### config.mk
export PLATFORM = sky130hd
export DESIGN_NAME = enemy_sprite_indexer
export DESIGN_NICKNAME = d
export VERILOG_FILES = /design/src/rtl/contra_sprite_pkg.sv /design/src/rtl/enemy_anim_fsm.sv /design/src/rtl/enemy_sprite_indexer.sv
export SDC_FILE = /design/constraint.sdc
export NUM_CORES = 1
export LEC_CHECK = 0
export ABC_AREA = 1
export BUFFER_PORTS_ARGS = -buffer_cell sky130_fd_sc_hd__buf_2
export CAP_MARGIN = 20
export CORE_ASPECT_RATIO = 0.5
export CORE_MARGIN = 2
export CORE_UTILIZATION = 35
export DETAILED_ROUTE_END_ITERATION = 6
export PLACE_DENSITY = 0.62
export SLEW_MARGIN = 0
export SYNTH_ARGS = -nofsm -noshare
export SYNTH_HDL_FRONTEND = slang
export SYNTH_SLANG_ARGS = --single-unit
### constraint.sdc
create_clock -name Clk -period 2.9 [get_ports Clk]
set_clock_uncertainty 0.05 [all_clocks]
set_input_delay 0.29 -clock Clk [delete_from_list [all_inputs] [get_ports Clk]]
set_output_delay 0.29 -clock Clk [all_outputs]
set_load 0.03 [all_outputs]
### src/rtl/contra_sprite_pkg.sv
// -----------------------------------------------------------------------------
// contra_sprite_pkg
// Shared types and defaults for the enemy sprite path.
//   pal_idx_t    : 3-bit palette index carried to the palette stage
//   coord_t      : 10-bit screen coordinate
//   anim_state_t : running-animation FSM states
// -----------------------------------------------------------------------------
package contra_sprite_pkg;

   typedef logic [2:0] pal_idx_t;
   typedef logic [9:0] coord_t;

   localparam int DEF_SPRITE_W = 32;
   localparam int DEF_SPRITE_H = 48;
   localparam int DEF_FRAMES   = 4;
   localparam int ROM_ADDR_W   = 13;

   typedef enum logic {
      ANIM_IDLE = 1'b0,
      ANIM_RUN  = 1'b1
   } anim_state_t;

endpackage

### src/rtl/enemy_anim_fsm.sv
// -----------------------------------------------------------------------------
// enemy_anim_fsm
// Running-animation sequencer. In RUN, counts vsync pulses and steps the
// animation frame every FRAME_DIV pulses. The displayed frame only changes on
// a vsync pulse so a frame never switches mid-screen.
//   Clk, Reset_n  : clock, synchronous active-low reset
//   vsync_pulse   : one-cycle start-of-frame strobe
//   running       : enemy running enable
//   frame         : frame index used by the pixel pipeline
// -----------------------------------------------------------------------------
module enemy_anim_fsm
   import contra_sprite_pkg::*;
#(
   parameter int FRAMES    = DEF_FRAMES,
   parameter int FRAME_DIV = 8,
   parameter int FW        = (FRAMES > 1) ? $clog2(FRAMES) : 1
) (
   input  logic          Clk,
   input  logic          Reset_n,
   input  logic          vsync_pulse,
   input  logic          running,
   output logic [FW-1:0] frame
);

   localparam int DW = (FRAME_DIV > 1) ? $clog2(FRAME_DIV) : 1;

   anim_state_t   state, state_nxt;
   logic [DW-1:0] div, div_nxt;
   logic [FW-1:0] next_frame, next_frame_nxt;
   logic [FW-1:0] frame_nxt;

   always_comb begin
      // NOTE: every signal written here gets a default first, so no path can
      // leave one unassigned and infer a latch.
      state_nxt      = state;
      div_nxt        = div;
      next_frame_nxt = next_frame;

      case (state)
         ANIM_IDLE: begin
            div_nxt        = '0;
            next_frame_nxt = '0;
            if (running) state_nxt = ANIM_RUN;
         end
         ANIM_RUN: begin
            if (!running) begin
               // Leaving RUN clears the sequence even if vsync coincides.
               state_nxt      = ANIM_IDLE;
               div_nxt        = '0;
               next_frame_nxt = '0;
            end else if (vsync_pulse) begin
               if (div == DW'(FRAME_DIV - 1)) begin
                  div_nxt        = '0;
                  next_frame_nxt = (next_frame == FW'(FRAMES - 1)) ? '0
                                                                 : next_frame + 1'b1;
               end else begin
                  div_nxt = div + 1'b1;
               end
            end
         end
         default: state_nxt = ANIM_IDLE;
      endcase

      // The displayed frame takes the value next_frame is being updated to,
      // so a step becomes visible on the very pulse that causes it.
      frame_nxt = vsync_pulse ? next_frame_nxt : frame;
   end

   always_ff @(posedge Clk) begin
      // NOTE: state registers use non-blocking assignments so every flop
      // samples the pre-edge values regardless of statement order.
      if (!Reset_n) begin
         state      <= ANIM_IDLE;
         div        <= '0;
         next_frame <= '0;
         frame      <= '0;
      end else begin
         state      <= state_nxt;
         div        <= div_nxt;
         next_frame <= next_frame_nxt;
         frame      <= frame_nxt;
      end
   end

endmodule

### src/rtl/enemy_sprite_indexer.sv
// -----------------------------------------------------------------------------
// enemy_sprite_indexer
// Maps the current pixel onto the enemy sprite and fetches its palette index
// from an external sprite ROM (1-cycle read latency). Fully pipelined: one
// pixel per cycle, index_valid exactly 2 cycles after pix_valid.
// Build option: define ENEMY_SPRITE_MIRROR_EN to enable horizontal mirroring
// via facing_left; otherwise facing_left is ignored.
//   Clk, Reset_n       : clock, synchronous active-low reset
//   vsync_pulse        : start-of-frame strobe (animation timing)
//   running            : enemy running enable
//   facing_left        : horizontal mirror request
//   enemy_x, enemy_y   : sprite top-left position
//   draw_x, draw_y     : current pixel; pix_valid qualifies it
//   rom_addr, rom_data : sprite ROM address out / palette index back
//   index, index_valid : palette index and its qualifier
//   opaque             : index is a hit and non-transparent
// -----------------------------------------------------------------------------
module enemy_sprite_indexer
   import contra_sprite_pkg::*;
#(
   parameter int SPRITE_W  = DEF_SPRITE_W,
   parameter int SPRITE_H  = DEF_SPRITE_H,
   parameter int FRAMES    = DEF_FRAMES,
   parameter int FRAME_DIV = 8
) (
   input  logic        Clk,
   input  logic        Reset_n,
   input  logic        vsync_pulse,
   input  logic        running,
   input  logic        facing_left,
   input  logic [9:0]  enemy_x,
   input  logic [9:0]  enemy_y,
   input  logic [9:0]  draw_x,
   input  logic [9:0]  draw_y,
   input  logic        pix_valid,
   output logic [12:0] rom_addr,
   input  logic [2:0]  rom_data,
   output logic [2:0]  index,
   output logic        index_valid,
   output logic        opaque
);

   localparam int FW = (FRAMES > 1) ? $clog2(FRAMES) : 1;

   logic [FW-1:0]         frame;
   logic [10:0]           col, row, col_used;
   logic                  hit;
   logic [ROM_ADDR_W-1:0] addr_d;
   logic                  s1_valid, s1_hit, s2_hit;
   pal_idx_t              index_q;

   enemy_anim_fsm #(
      .FRAMES    (FRAMES),
      .FRAME_DIV (FRAME_DIV),
      .FW        (FW)
   ) u_anim (
      .Clk         (Clk),
      .Reset_n     (Reset_n),
      .vsync_pulse (vsync_pulse),
      .running     (running),
      .frame       (frame)
   );

   // Stage 0: 11-bit unsigned offsets; a pixel left of / above the sprite
   // wraps to a large value and fails the range test.
   always_comb begin
      col = {1'b0, draw_x} - {1'b0, enemy_x};
      row = {1'b0, draw_y} - {1'b0, enemy_y};
      hit = (col < 11'(SPRITE_W)) && (row < 11'(SPRITE_H));
   end

`ifdef ENEMY_SPRITE_MIRROR_EN
   assign col_used = facing_left ? (11'(SPRITE_W - 1) - col) : col;
`else
   logic unused_facing_left;
   assign unused_facing_left = facing_left;
   assign col_used           = col;
`endif

   assign addr_d = ROM_ADDR_W'(frame) * ROM_ADDR_W'(SPRITE_W * SPRITE_H)
                 + ROM_ADDR_W'(row)   * ROM_ADDR_W'(SPRITE_W)
                 + ROM_ADDR_W'(col_used);

   always_ff @(posedge Clk) begin
      // NOTE: the whole pipeline, including the held ROM address, is reset so
      // in-flight pixels are dropped and nothing stale reaches the outputs.
      if (!Reset_n) begin
         rom_addr    <= '0;
         s1_valid    <= 1'b0;
         s1_hit      <= 1'b0;
         index_valid <= 1'b0;
         s2_hit      <= 1'b0;
      end else begin
         s1_valid    <= pix_valid;
         s1_hit      <= pix_valid && hit;
         if (pix_valid && hit) rom_addr <= addr_d;
         index_valid <= s1_valid;
         s2_hit      <= s1_hit;
      end
   end

   // rom_data arrives in the same cycle index_valid is high; misses are
   // forced transparent.
   assign index_q = s2_hit ? rom_data : '0;
   assign index   = index_q;
   assign opaque  = s2_hit && (index_q != '0);

endmodule

# Word-level counts from Yosys, hierarchy flattened
# Index checks and enable logic that the tools add are counted.
# totals
ff_bits,25
output_inout_bits,18
# classes
add_sub_neg,6
n_mul,1
order_cmp,2
eq_ne,3
n_mux,11
bitwise,1
reduce_logical,4
# op_table
cell,n
"less-than comparator 11 x 6 -> 1 bit, second input constant",2
subtractor 10 x 10 -> 11 bit,2
adder 13 x 11 -> 13 bit,1
adder 13 bit,1
2-to-1 mux 3 bit,4
2-to-1 mux 2 bit,4
case mux 3 bit (2 select lines),1
"multiplier 2 x 2 -> 4 bit, second input constant",1
case mux 2 bit (2 select lines),1
"adder 3 x 1 -> 3 bit, second input constant",1
"== test 3 bit, second input constant",1
logical AND 1 bit,3
"inequality test 3 bit, second input constant",1
nonzero test 3 bit,1
"adder 2 x 1 -> 2 bit, second input constant",1
"== test 2 bit, second input constant",1
2-to-1 mux 1 bit,1
inverter 1 bit,1

# Logic depth before layout (Yosys ltp)
# depth
depth_word,6
ltp_mapped,24
mapped_depth_nobuf,24

# Hierarchy
# Synthesis repeated with hierarchy kept, for this count alone.
# hier_totals
cells_unflattened,434
area_unflattened_um2,2741.4
# by_module_without_submodules
module,n_inst,cells_per_inst,area_per_inst_um2,seq_area_each_um2
enemy_sprite_indexer,1,387,2374.8,340.3
enemy_anim_fsm,1,47,366.6,160.2

# Least setup slack after synthesis
# No wires, ideal clock.
# synth_path
kind,input-to-reg
startpoint,input draw_x[0]
endpoint,register rom_addr[12]
setup_time_ns,0.113
arrival_time_ns,2.836
required_ns,2.737
slack_ns,-0.100
path_stages,23
path_buffers,0
cell_sequence,inv_1 -> ha_1 -> inv_1 -> fa_1 -> nand2_1 -> nand2_1 -> nand3_1 -> nand3_1 -> nand2_1 -> inv_1 -> ha_1 -> ha_1 -> fa_1 -> nand4_1 -> nand3_1 -> nand2_1 -> nand2_1 -> inv_1 -> nand2_1 -> nand2_1 -> nand4_1 -> nand2_1 -> nor2_1
# synth_between
elab_chain_cells,4
word_cells_on_any_way,5
# synth_rtl
element,line_no,text
from (decl),enemy_sprite_indexer.sv:33,"input logic [9:0] draw_x,"
subtractor 10 x 10 -> 11 bit *,enemy_sprite_indexer.sv:67,"col = {1'b0, draw_x} - {1'b0, enemy_x};"
less-than comparator 11 x 6 -> 1 bit,enemy_sprite_indexer.sv:69,hit = (col < 11'(SPRITE_W)) && (row < 11'(SPRITE_H));
logical AND 1 bit,enemy_sprite_indexer.sv:69,
logical AND 1 bit,enemy_sprite_indexer.sv:96,if (pix_valid && hit) rom_addr <= addr_d;
to (signal assigned),enemy_sprite_indexer.sv:96,
to (decl),enemy_sprite_indexer.sv:36,"output logic [12:0] rom_addr,"
# Mark *: on every way between the ends. The rest lies on a longest branch, timed or not.
# A chain may end at the register's enable or synchronous reset.

# Final worst setup path
# Same ends and word-level chain as after synthesis.

==> flow_summary.yaml <==
cells_and_area:
  finish.utilization_pct: 53.3
  syn_to_final_growth_pct: 44.7
  nFillCells: 761
  multi_input_area_mm2: 0.00217
  fin_nets: 652
  drive_gt1_share_pct: 36.4
  regArea_um2: 500
  finalNonFillerCells: 669
  antenna_cells: 0
timing:
  setup_viol: 0
  rsz0062_at_grt: "yes"
  slew_violations: 0
  fin_setup_tns_ps: 0
  relSlewSlack_pct: 67.7
  max_freq_mhz: 351
  hold_viol: 0
  tightest_slew_ps: 483
  fin_crit_sh_pct: 98.2
  min_period_ps: 2850
global_routing:
  antenna_found_initial: 0
  overflow: 0
  track_usage_pct: 15.9
  grt_pass1_wl_mm: 11.2
  first_global_vias: 2536
  grt_max_degree: 22
job:
  cap_viol_max_count: 0
clock_tree:
  cts.sinks: 25
  cts_hold_buf: 0
  ctsRootBufferMaster: "clkbuf_16"
  cts_buffers: 3
  clk-insertion-delay-late_ps: 250
  clk_pin_slew_worst_paths_ps: 60
  cts_tree: "built"
  htreeDepth: 1
  cts_buffer_depth: 2
floorplan:
  die-area_mm2: 0.00864
  die_h_um: 66.8
  io_pins: 67
  die_w_um: 130
  core-area_mm2: 0.00749
  initial_core_util_pct: 36.8
  rows: 22
pwr:
  peakVddDrop_uv: 209
  p_leak_nw: 2.25
  power_mw: 1.57
  power_density_mw_per_mm2: 393
logic_synthesis:
  synth_fp_nets: 528
  yosysWarnings: 0
  ys_seq_area_share_pct: 18.2
  synth_edf_count: 0
  syn_inst: 438
  async_reset_ff_share_pct: 0
  postSynthAreaPerCell_um2: 6.29
  syn_area_mm2: 0.00276
  ys_types: 29
  synth-main-ff-cell: "dfxtp_1"
  ys_ff_latch: 25
worst_setup_path:
  critPathMaxFanout: 3
  crit_path_frequent_cell: "nand2_1"
  crit_arrival_ps: 2960
  cp_top_family: "adder cells"
  slowest_delay_ps: 490
  critical_path_buf_inv_count: 6
  crit_required_ps: 3010
  crit_path_cell_trace: "buf_6 -> inv_4 -> ha_4 -> inv_4 -> fa_2 -> buf_4 -> nand3_1 -> nand3_2 -> fa_1 -> inv_1 -> ha_4 -> nand2_1 -> inv_2 -> nand4_1 -> nand3_1 -> nand2_1 -> nand2_1 -> nand3_1 -> nand2_1 -> nand4_1 -> nand2_1 -> nor2_1"
  cpMaxStageDelayCell: "fa_1"
  crit_type: "in2reg"
  end_kind: "flop"
  reg2reg_slack_ps: 260
  cp-start-kind: "input port"
status:
  outcome: "completed"
route:
  detail-route-antenna-nets: 0
  vias: 2954
  drt-initial-drc-count: 164
  wl_per_cell_um: 10.3
  drt_wl_total_mm: 6.89
  drt_pass1_iterations: 5
  drcViolationCount: 0
  via_per_inst: 4.42
placed_design:
  gp_congestion: 0.850
  hpwl_mm: 5.72
  buffer_ports.inserted: 65
  placed_cells: 661
min_path:
  hp-class: "in2reg"
## metrics by stage
step           setup slack, ps  cell area, um^2  hold WS, ps
2_1_floorplan             21.2             2770          333
3_3_place_gp              -263             3610          347
3_5_place_dp              -301             3610          348
4_1_cts                  -9.25             3700          175
5_1_grt                  -97.2             3990          182
6_report                  50.8             3990          177
## what timing repair did
action                                  CTS  global route
endpoints found under the setup margin    2             5
resized for setup                         2            51
pin swaps                                 0            22
buffers inserted                          0             4
## power breakdown
group	switching, mW	internal, mW	total (mW)	leakage [nW]
Sequential	0.00246	0.347	0.350	0.202
Clock	0.113	0.185	0.299	0.0409
Combinational	0.462	0.456	0.918	2.00
## layout make-up
cell class / instances / share of cell area, %
inverter: 83 / 7.94
sequential: 25 / 12.5
multi-input combinational: 324 / 54.5
timing repair buffer: 125 / 19.6
clock inverter: 1 / 0.125
clock buffer: 3 / 1.88
tap: 108 / 3.39
## Yosys cell counts, types with 2 or more instances
master / n / area share [%]
clkbuf_1: 2 / 0.27
xor2_1: 6 / 1.9
nand3_1: 24 / 4.4
inv_1: 81 / 11
nand4_1: 21 / 4.8
a21oi_1: 13 / 2.4
buf_4: 3 / 0.82
nand2_2: 7 / 1.6
nor2_2: 4 / 0.91
nand2_1: 127 / 17
fa_1: 5 / 3.6
nor2_4: 2 / 0.82
ha_1: 36 / 16
inv_2: 2 / 0.27
xnor2_1: 3 / 0.95
o21ai_0: 5 / 0.91
nor2_1: 51 / 6.9
a21oi_2: 2 / 0.64
dfxtp_1: 25 / 18
o21bai_1: 4 / 1.1
nand3_2: 7 / 2.5
## final timing paths
path                       end             from  cells after the start
setup / recovery  rom_addr[12]        draw_x[0]                     22
hold / removal    u_anim.state          running                      3
setup reg to reg  rom_addr[12]  u_anim.frame[0]                     16
hold reg to reg         s2_hit           s1_hit                      2
## cell usage in the layout, fill, tap and decap left out, types with 2 or more instances in the layout
cell / n
fa_1: 2
nand3_2: 12
ha_4: 14
xor2_1: 6
fa_2: 3
inv_1: 75
nand2_1: 112
a21oi_1: 8
buf_4: 60
inv_2: 6
nand2_2: 21
o21bai_1: 4
ha_1: 21
xnor2_1: 3
nand3_1: 19
nand4_1: 21
clkbuf_16: 3
a21oi_2: 7
o21ai_0: 5
dfxtp_1: 25
inv_4: 2
nor2_4: 2
nor2_1: 51
nor2_2: 4
buf_2: 64
## sequential cells by signal (all words and copies together) (netlist names)
signal             cells
u_anim.div             3
u_anim.next_frame      2
s1_valid               1
s2_hit                 1
s1_hit                 1
u_anim.frame           2
u_anim.state           1
rom_addr              13
index_valid            1
## logic make-up (layout without fill, tap and decap cells)
family	after synthesis	after routing	share of synthesized area [%]
AOI/OAI and AO/OA	27	27	5.77
xor gates and xnor gates	9	9	2.86
adders and majority gates	41	41	20.0
buffers and inverters	89	212	12.8
DFF	25	25	18.2
and+or+nand+nor	247	247	40.4
## worst register-to-register path, delay by kind of cell (launching register included)
family | cells | cell delay [ps]
fa+ha+maj | 3 | 1130
simple gates | 10 | 740
flops | 1 | 420
buf+inv | 3 | 190
## layer usage
layer,GRT usage [%],wire (um),share of wire (%)
met5,0,0,0
met1,24.8,3870,56
met4,2.42,34,0.49
met3,1.20,265,3.8
met2,24.0,2710,39
Power figures use the tool's default switching activity.
